**src/rtl/dtw_pkg.sv**
```systemverilog
// Shared definitions for the DTW query sequencer: state encoding and timing constants.
package dtw_pkg;

    typedef enum logic [2:0] {
        ST_IDLE,
        ST_LOAD,
        ST_CLEAR,
        ST_STREAM,
        ST_DRAIN,
        ST_RESULT
    } dtw_state_e;

    localparam int DTW_TIMEOUT_SLACK = 8;
    localparam int DRAIN_CYCLES      = 2;

    // Index width for a table of the given depth; never below one bit.
    function automatic int dtw_idx_w(input int depth);
        return (depth > 1) ? $clog2(depth) : 1;
    endfunction

endpackage

```
**src/rtl/dtw_sqg_buffer.sv**
```systemverilog
// Squiggle sample store: one synchronous write port, one asynchronous read port.
module dtw_sqg_buffer
    import dtw_pkg::*;
#(
    parameter int SQG_SIZE = 10,
    parameter int width    = 16,
    parameter int AW       = 4
) (
    input  logic             clk,
    input  logic             we,
    input  logic [AW-1:0]    waddr,
    input  logic [width-1:0] wdata,
    input  logic [AW-1:0]    raddr,
    output logic [width-1:0] rdata
);

    localparam int IW = dtw_idx_w(SQG_SIZE);

    logic [width-1:0] mem_q [SQG_SIZE];

    always_ff @(posedge clk) begin
        if (we && (waddr < AW'(SQG_SIZE))) begin
            mem_q[waddr[IW-1:0]] <= wdata;
        end
    end

    // Addresses past the table read as zero so the caller never sees stale entries.
    assign rdata = (raddr < AW'(SQG_SIZE)) ? mem_q[raddr[IW-1:0]] : '0;

endmodule

```
**src/rtl/dtw_query_sequencer.sv**
```systemverilog
// Runs one DTW datapath through a full query: load squiggle, clear, stream
// squiggle + reference words, wait for done, hand the result to the host.
module dtw_query_sequencer
    import dtw_pkg::*;
#(
    parameter int width    = 16,
    parameter int SQG_SIZE = 10,
    parameter int REF_SIZE = 1000,
    parameter int ADDR_W   = 16
) (
    input  logic              clk,
    input  logic              rst,
    input  logic              start,
    output logic              busy,
    input  logic              sq_valid,
    input  logic [width-1:0]  sq_data,
    output logic              sq_ready,
    output logic              ref_en,
    output logic [ADDR_W-1:0] ref_addr,
    input  logic [width-1:0]  ref_data,
    output logic              dp_rst,
    output logic              dp_running,
    output logic [width-1:0]  dp_squiggle,
    output logic [width-1:0]  dp_rword,
    input  logic [width-1:0]  dp_minval,
    input  logic [31:0]       dp_position,
    input  logic              dp_done,
    output logic              res_valid,
    input  logic              res_ready,
    output logic [width-1:0]  res_minval,
    output logic [31:0]       res_position,
    output logic              res_timeout
);

    localparam int          CNT_W      = $clog2(SQG_SIZE + 1);
    localparam int          DW         = $clog2(DRAIN_CYCLES + 1);
    localparam logic [CNT_W-1:0] SQ_LAST    = CNT_W'(SQG_SIZE - 1);
    localparam logic [DW-1:0]    DRAIN_LAST = DW'(DRAIN_CYCLES - 1);
    localparam logic [31:0] K_LIMIT    = 32'(REF_SIZE + SQG_SIZE + DTW_TIMEOUT_SLACK);

    dtw_state_e       state_q;
    logic [CNT_W-1:0] sq_cnt_q;
    logic [31:0]      k_q;
    logic [DW-1:0]    drain_q;
    logic             timeout_q;
    logic             step_vld_q;
    logic             step_ref_q;
    logic [width-1:0] rword_q;
    logic [width-1:0] squiggle_q;
    logic [width-1:0] res_minval_q;
    logic [31:0]      res_position_q;
    logic             res_timeout_q;

    logic             buf_we;
    logic [width-1:0] buf_rdata;

    assign buf_we = (state_q == ST_LOAD) && sq_valid;

    dtw_sqg_buffer #(
        .SQG_SIZE (SQG_SIZE),
        .width    (width),
        .AW       (CNT_W)
    ) u_buf (
        .clk   (clk),
        .we    (buf_we),
        .waddr (sq_cnt_q),
        .wdata (sq_data),
        .raddr (CNT_W'(k_q)),
        .rdata (buf_rdata)
    );

    assign busy       = (state_q != ST_IDLE);
    assign sq_ready   = (state_q == ST_LOAD);
    assign dp_rst     = rst || (state_q == ST_CLEAR);
    assign dp_running = (state_q == ST_STREAM);
    assign ref_en     = (state_q == ST_STREAM) && (k_q < 32'(REF_SIZE));
    assign ref_addr   = ref_en ? ADDR_W'(k_q) : '0;

    // Memory data arrives one cycle after ref_en, exactly when the step's data is due,
    // so it is forwarded straight through and captured for holding afterwards.
    assign dp_rword    = step_vld_q ? (step_ref_q ? ref_data : '0) : rword_q;
    assign dp_squiggle = squiggle_q;

    assign res_valid    = (state_q == ST_RESULT);
    assign res_minval   = res_minval_q;
    assign res_position = res_position_q;
    assign res_timeout  = res_timeout_q;

    always_ff @(posedge clk or posedge rst) begin
        if (rst) begin
            state_q        <= ST_IDLE;
            sq_cnt_q       <= '0;
            k_q            <= '0;
            drain_q        <= '0;
            timeout_q      <= 1'b0;
            step_vld_q     <= 1'b0;
            step_ref_q     <= 1'b0;
            rword_q        <= '0;
            squiggle_q     <= '0;
            res_minval_q   <= '0;
            res_position_q <= '0;
            res_timeout_q  <= 1'b0;
        end else begin
            step_vld_q <= (state_q == ST_STREAM);
            step_ref_q <= ref_en;
            if (step_vld_q) begin
                rword_q <= dp_rword;
            end

            case (state_q)
                ST_IDLE: begin
                    if (start) begin
                        sq_cnt_q <= '0;
                        state_q  <= ST_LOAD;
                    end
                end
                ST_LOAD: begin
                    if (sq_valid) begin
                        if (sq_cnt_q == SQ_LAST) begin
                            sq_cnt_q <= '0;
                            state_q  <= ST_CLEAR;
                        end else begin
                            sq_cnt_q <= sq_cnt_q + CNT_W'(1);
                        end
                    end
                end
                ST_CLEAR: begin
                    k_q       <= '0;
                    timeout_q <= 1'b0;
                    state_q   <= ST_STREAM;
                end
                ST_STREAM: begin
                    k_q        <= k_q + 32'd1;
                    squiggle_q <= (k_q < 32'(SQG_SIZE)) ? buf_rdata : '0;
                    if (dp_done) begin
                        drain_q <= '0;
                        state_q <= ST_DRAIN;
                    end else if (k_q + 32'd1 == K_LIMIT) begin
                        timeout_q <= 1'b1;
                        drain_q   <= '0;
                        state_q   <= ST_DRAIN;
                    end
                end
                ST_DRAIN: begin
                    // Datapath min/position registers need the full drain window to settle.
                    if (drain_q == DRAIN_LAST) begin
                        res_minval_q   <= dp_minval;
                        res_position_q <= dp_position;
                        res_timeout_q  <= timeout_q;
                        drain_q        <= '0;
                        state_q        <= ST_RESULT;
                    end else begin
                        drain_q <= drain_q + DW'(1);
                    end
                end
                ST_RESULT: begin
                    if (res_ready) begin
                        state_q <= ST_IDLE;
                    end
                end
                default: state_q <= ST_IDLE;
            endcase
        end
    end

endmodule

```
**config.mk**
```make
export PLATFORM = sky130hd
export DESIGN_NAME = dtw_query_sequencer
export DESIGN_NICKNAME = d
export VERILOG_FILES = /design/src/rtl/dtw_pkg.sv /design/src/rtl/dtw_sqg_buffer.sv /design/src/rtl/dtw_query_sequencer.sv
export SDC_FILE = /design/constraint.sdc
export NUM_CORES = 1
export LEC_CHECK = 0
export CAP_MARGIN = 40
export CORE_MARGIN = 2
export CORE_UTILIZATION = 55
export DETAILED_ROUTE_END_ITERATION = 10
export PLACE_DENSITY = 0.91
export REMOVE_ABC_BUFFERS = 1
export SLEW_MARGIN = 30
export SYNTH_ARGS = -nofsm -noshare
export SYNTH_HDL_FRONTEND = slang
export SYNTH_SLANG_ARGS = --single-unit
export TNS_END_PERCENT = 30
```
**constraint.sdc**
```tcl
create_clock -name clk -period 9.4 [get_ports clk]
set_clock_uncertainty 0.05 [all_clocks]
set_input_delay 1.88 -clock clk [delete_from_list [all_inputs] [get_ports clk]]
set_output_delay 1.88 -clock clk [all_outputs]
set_load 0.02 [all_outputs]
```
# After elaboration in Yosys (flattened, before gate mapping)
# Memories as Yosys holds them, arrays and structs flattened.
# Cells that the tools add are included.
# totals
memories	1
out_inout_bits	103
mem_bits_rw	160
reg_bits	125
word_cells	77
# memory_table
memory	depth	word_bits	read_ports	rd_ports_with_merged_regs	wr	line_no	source
u_buf.mem_q	10	16	1	0	1	dtw_sqg_buffer.sv:19	logic [width-1:0] mem_q [SQG_SIZE];
# op_classes
order_cmp	4
mux	27
n_eq_ne	16
n_addsub	3
reduce_logical	14
# ops
operator	count
$mux W16	5
$pmux W32 S2	1
$add A32 B1 Y32 const B	1
$eq A32 B10 Y1 const B	1
$lt A32 B10 Y1 const B	1
$lt A32 B4 Y1 const B	1
$mux W3	7
$pmux W3 S6	1
$mux W4	3
$lt A4 B4 Y1 const B	2
$ne A2 B2 Y1 const B	4
$pmux W4 S2	1
$eq A3 B2 Y1 const B	2
$eq A3 B3 Y1 const B	2
$mux W2	3
$ne A2 B1 Y1 const B	3
$reduce_and A3 Y1	2
$reduce_and A6 Y1	1
$reduce_bool A2 Y1	3
$add A4 B1 Y4 const B	1
$eq A4 B4 Y1 const B	1
$mux W1	4
$pmux W2 S2	1
$reduce_and A2 Y1	2
other kinds (9)	11

# Logic depth before layout (Yosys ltp)
# logic_depth
ltp_word	5
mapped_depth	10
depth_no_buf	8

# Cells and area by module
# A second synthesis with hierarchy kept.
# hier_totals
hier_cells	983
hier_area_um2	12697.2
# modules_own_cells
module	instances	area_per_inst_um2	cells_each
dtw_sqg_buffer	1	6444.9	344
dtw_query_sequencer	1	6252.2	639

# Worst setup path after synthesis
# No wires, ideal clock.
# synth_path
path_type	input to output
from	in rst
to	out dp_rst
setup_slack_ns	1.934
arrival_time_ns	5.536
n_path_buf	0
cell_stages	2
path_cell_list	inv_1 o21ai_0
# synth_via
elab_chain_cells	1
# synth_rtl
element	line_no	source
start: declaration	dtw_query_sequencer.sv:12	input logic rst,
$logic_or A1 B1 Y1	dtw_query_sequencer.sv:74	assign dp_rst = rst || (state_q == ST_CLEAR);
end: declaration	dtw_query_sequencer.sv:21	output logic dp_rst,
# No other way between the ends.

# Worst setup path in the final report
# layout_path
from	reg k_q[22]
to	out ref_addr[7]
# layout_via
elab_chain_cells	3
# layout_rtl
element	line_no	source
start: declaration	dtw_query_sequencer.sv:43	logic [31:0] k_q;
start signal: assignment	dtw_query_sequencer.sv:133	k_q <= k_q + 32'd1;
$lt A32 B10 Y1	dtw_query_sequencer.sv:76	assign ref_en = (state_q == ST_STREAM) && (k_q < 32'(REF_SIZE));
$logic_and A1 B1 Y1	dtw_query_sequencer.sv:76	
$mux W16	dtw_query_sequencer.sv:77	assign ref_addr = ref_en ? ADDR_W'(k_q) : '0;
end: declaration	dtw_query_sequencer.sv:19	output logic [ADDR_W-1:0] ref_addr,
# No other way between the ends.

==> impl_summary.md <==
Floorplanning
The site row count is 55. Measured along the y axis, the die boundary spans 156 um. The width of the die is 156 um. The die covers 24,300 sq um. Once the floorplan was initialized, standard cells occupied a little under three fifths of the core. The core outline area is about 23,000 sq um. 189 I/O pins were placed.

Placed design
The cell count after placement is around 1,400. Buffers placed on the I/O ports in this run total 182. The placer congestion estimate is between 0.9 and 1. Once detailed placement completed, the half-perimeter wirelength came to slightly above 20 mm.

STA
Based on the critical path, the design can be clocked at up to roughly 180 MHz. The count of endpoints failing hold in the final timing report came to 0. The transition time at the pin with the least slew margin is about 0.83 ns. The minimum period implied by the final worst setup slack is ~5.6 ns.

The final total negative setup slack is 0 ns. The max-slew violation count was 0. The relative slew slack is between 40% and 50%. Setup repair after global routing left no endpoint under its margin. The final clock period utilization by the worst path is slightly below 60%. Setup violations remaining at the end of the flow were counted as 0.

Critical path
The startpoint identified for the worst register-to-register timing path is k_q[2]. The cell with the largest stage delay on the worst path is sky130_fd_sc_hd__clkdlybuf4s50_1. The required time at the endpoint of the critical path is about 7.5 ns. The worst setup path is launched from a register. Of all nets on the critical path, the largest fanout is 12. The capture point of the worst reg-to-reg path is state_q[0]. The critical path goes through nor4_1, nand2_1, or4_1, nor3_1, o31a_1, and2_1, clkdlybuf4s50_1.

The dominant delay contributor by cell family on the critical path is simple AND/OR/NAND/NOR gates. The critical path is of the register to primary output type. The capture point of the worst path is ref_addr[7]. For this run, the slowest stage of the critical path takes 0.63 ns. The logic depth of the worst path, buffers included is 7. The worst setup path is captured at a primary output. The setup slack of the most critical reg-to-reg path is slightly below 6 ns. The data arrival time of the worst path is between 3 and 4 ns. In this run the worst setup path begins at k_q[22]. The count of cells along the worst register-to-register path is 8. Together, buffers and inverters on the worst path number 1.

Synth
The count of synthesis-stage warnings from yosys is 0. The count of different cell masters after synthesis is 63. In this run the cell area of the synthesized design comes to ~13,000 sq um. In the synthesized netlist the async set-or-reset flop fraction comes to between 40% and 50%.

The number of flops mapped to enable cells by yosys is 160. The post-synthesis sequential area ratio is 62.4%. The most used flip-flop cell after synthesis is sky130_fd_sc_hd__edfxtp_1. The post-synthesis cell count is around 1,000. The average cell area after synthesis is 12.6 sq um. The synthesized design contains about 290 register bits.

Routing
The first detailed-routing pass took 5 iterations. Summing over every cut layer, the via total after detailed routing is ~8,800. In the routed design, unresolved DRC markers number 0.

In this run, the number of DRC markers left after iteration 0 of detailed routing was roughly 760. The total wirelength of the detailed-routed design is 31.6 mm. Using the TritonRoute via totals, the vias-per-cell ratio works out to around 6.0.

The detailed-route wire length per cell is around 21 um. The number of nets with antenna violations after detailed routing is 0.

Final layout
The share of cells above drive strength 1 is 14.2%. The post-layout instance count excluding filler cells is roughly 1,500. The filler cells instantiated in the layout total about 1,500.

The layout net count is approximately 1,300. The number of inserted diodes is 0. Relative to the synthesized area, the layout overhead comes to 24.2%.

Global routing
The initial antenna violation count is 0. The total routing usage reported by global routing is 25.8%. For this run the aggregate overflow at the end of global routing stands at 0.

The global-route wire length before repair is ~48 mm. Entering global routing, the biggest net connects 51 pins. The via count of the first global-routing pass was roughly 8,600.

Outcome
The run finished with clean final reports.

Clocking
Clock tree synthesis inserted a total of 28 buffers. The CTS tree is built. Clock-pin slew was measured on the worst setup and hold paths at about 0.06 ns.

Gates resized during post-CTS repair numbered 0. The H-tree level count is 1. The largest buffer count on any clock path is 3. The clock sink total is roughly 290. The hold buffer count at CTS is 0. The clock root buffer is sky130_fd_sc_hd__clkbuf_16. The later pin in the worst-skew pair is clocked with a latency of 0.56 ns. The post-CTS setup repair buffer count is 0.

Power and ir drop
The internal power is 3.05 mW. The sequential power share is between 30% and 40%. VDD sags by at most ~0.00020 V. Net switching is between 30% and 40% of the power. The analysis attributes to cell leakage a power of 5.96 nW.

In this run, the combinational gates consume between 30% and 40% of the power. The clock network fraction of design power is 26.5%. The power per cell area is 289 nW/um^2. The net load switching power is 1.52 mW.

Job
The tool flagged a number of max-cap violations equal to 0.

Worst hold path
The class of the worst hold path is register to register.
final cells by class:
class	instances	area (sq um)	area share, %
repair buffers	204	2030	12.9
clock buffers	38	768	4.87
clock inverters	14	243	1.54
flip-flops and latches	285	7940	50.3
inverters	28	108	0.682
multi-input cells	619	4340	27.5
well taps	285	357	2.26
worst register-to-register path: stages (launching register included):
cell and delay [ns]:
sky130_fd_sc_hd__dfrtp_1 0.38, sky130_fd_sc_hd__buf_4 0.53, sky130_fd_sc_hd__nand3_2 0.31, sky130_fd_sc_hd__nor3_2 0.36
sky130_fd_sc_hd__nand3_1 0.25, sky130_fd_sc_hd__or3_1 0.47, sky130_fd_sc_hd__a2111oi_0 0.56, sky130_fd_sc_hd__a41o_1 0.40
sky130_fd_sc_hd__o21ai_0 0.13
routing by layer:
metal,GRT usage (%),vias to the layer above,part of all wire (%)
li1,-,4012,-
met1,32.0,4297,39
met2,44.8,439,50
met3,4.83,83,7.8
met4,10.6,0,3.7
met5,0,-,0
cells in the final DEF (no fill, tap or decap), types with 7 or more instances in the layout:
cell type and count:
sky130_fd_sc_hd__nand4_1 8, sky130_fd_sc_hd__mux4_2 32, sky130_fd_sc_hd__and4_1 8, sky130_fd_sc_hd__buf_4 19
sky130_fd_sc_hd__clkbuf_1 7, sky130_fd_sc_hd__clkbuf_16 28, sky130_fd_sc_hd__nand2_1 154, sky130_fd_sc_hd__mux2i_1 30
sky130_fd_sc_hd__nor2_1 35, sky130_fd_sc_hd__edfxtp_1 160, sky130_fd_sc_hd__and3_1 8, sky130_fd_sc_hd__nand3_1 13
sky130_fd_sc_hd__inv_1 27, sky130_fd_sc_hd__dfrtp_1 124, sky130_fd_sc_hd__mux2_2 51, sky130_fd_sc_hd__and2_1 14
sky130_fd_sc_hd__a31oi_1 9, sky130_fd_sc_hd__o31ai_1 7, sky130_fd_sc_hd__a21oi_1 15, sky130_fd_sc_hd__o21ai_0 101
sky130_fd_sc_hd__nor4_1 11, sky130_fd_sc_hd__clkdlybuf4s50_1 182, sky130_fd_sc_hd__nor3_1 25
kinds of logic after synthesis:
family                     synth area share (%)
AOI/OAI and AO/OA                          8.14
xor gates and xnor gates                  0.551
adders and majority gates                 0.197
buffers and inverters                      3.70
DFF                                        62.4
muxes                                      12.6
other                                    0.0295
and+or+nand+nor                            12.4
sequential cells by signal, indices dropped and copies added, names as in the netlist:
signal / flops
u_buf.mem_q: 160
k_q: 32
res_position: 32
dp_squiggle: 16
res_minval: 16
rword_q: 16
sq_cnt_q: 4
state_q: 3
drain_q: 2
res_timeout: 1
step_ref_q: 1
step_vld_q: 1
timeout_q: 1
power by group through the flow:
| stage | logic (mW) | registers, mW | clock network [mW] |
|---|---|---|---|
| finish | 1.60 | 1.76 | 1.21 |
| floorplan | 0.662 | 1.98 | 0 |
| CTS | 1.60 | 1.76 | 1.23 |
| global route | 1.71 | 1.79 | 1.28 |
| detailed placement | 1.59 | 1.78 | 0 |
| global placement | 1.52 | 1.76 | 0 |
cell usage after synthesis (all sizes together) (14+ instances only):
cell	count	area [sq um]
edfxtp	160	4800
nand2	154	578
dfrtp	125	3130
o21ai	101	505
mux2	51	574
clkbuf	44	166
buf	36	199
nor2	35	131
mux4	32	721
mux2i	30	300
nor3	30	160
inv	28	105
a21oi	15	75.1
and2	15	93.8
nand3	15	85.1
nor4	14	115
stage by stage:
step / cell area [sq um] / util, % / power (mW) / hold slack (ns) / worst slack [ns]
after CTS: 15800 / 69.7 / 4.59 / 0.441 / 3.78
after global placement: 14700 / 65.0 / 3.28 / 0.414 / 3.98
after floorplan: 12400 / - / 2.64 / 0.424 / 1.93
final: 15800 / 69.7 / 4.57 / 0.435 / 3.79
after global routing: 15800 / 69.7 / 4.77 / 0.465 / 3.64
after detailed placement: 14800 / 65.2 / 3.37 / 0.419 / 3.99
worst min-delay path by stage:
| stage | startpoint | end | cells after the start | slack [ns] |
|---|---|---|---|---|
| 6_report | dp_squiggle[15] | dp_squiggle[15] | 2 | 0.43 |
| 4_1_cts | dp_squiggle[15] | dp_squiggle[15] | 2 | 0.44 |
| 5_1_grt | dp_squiggle[15] | dp_squiggle[15] | 2 | 0.46 |
| 3_5_place_dp | dp_squiggle[15] | dp_squiggle[15] | 2 | 0.42 |
| 2_1_floorplan | timeout_q | res_timeout | 1 | 0.42 |
| 3_3_place_gp | dp_squiggle[10] | dp_squiggle[10] | 2 | 0.41 |
Power figures use the tool's default switching activity.
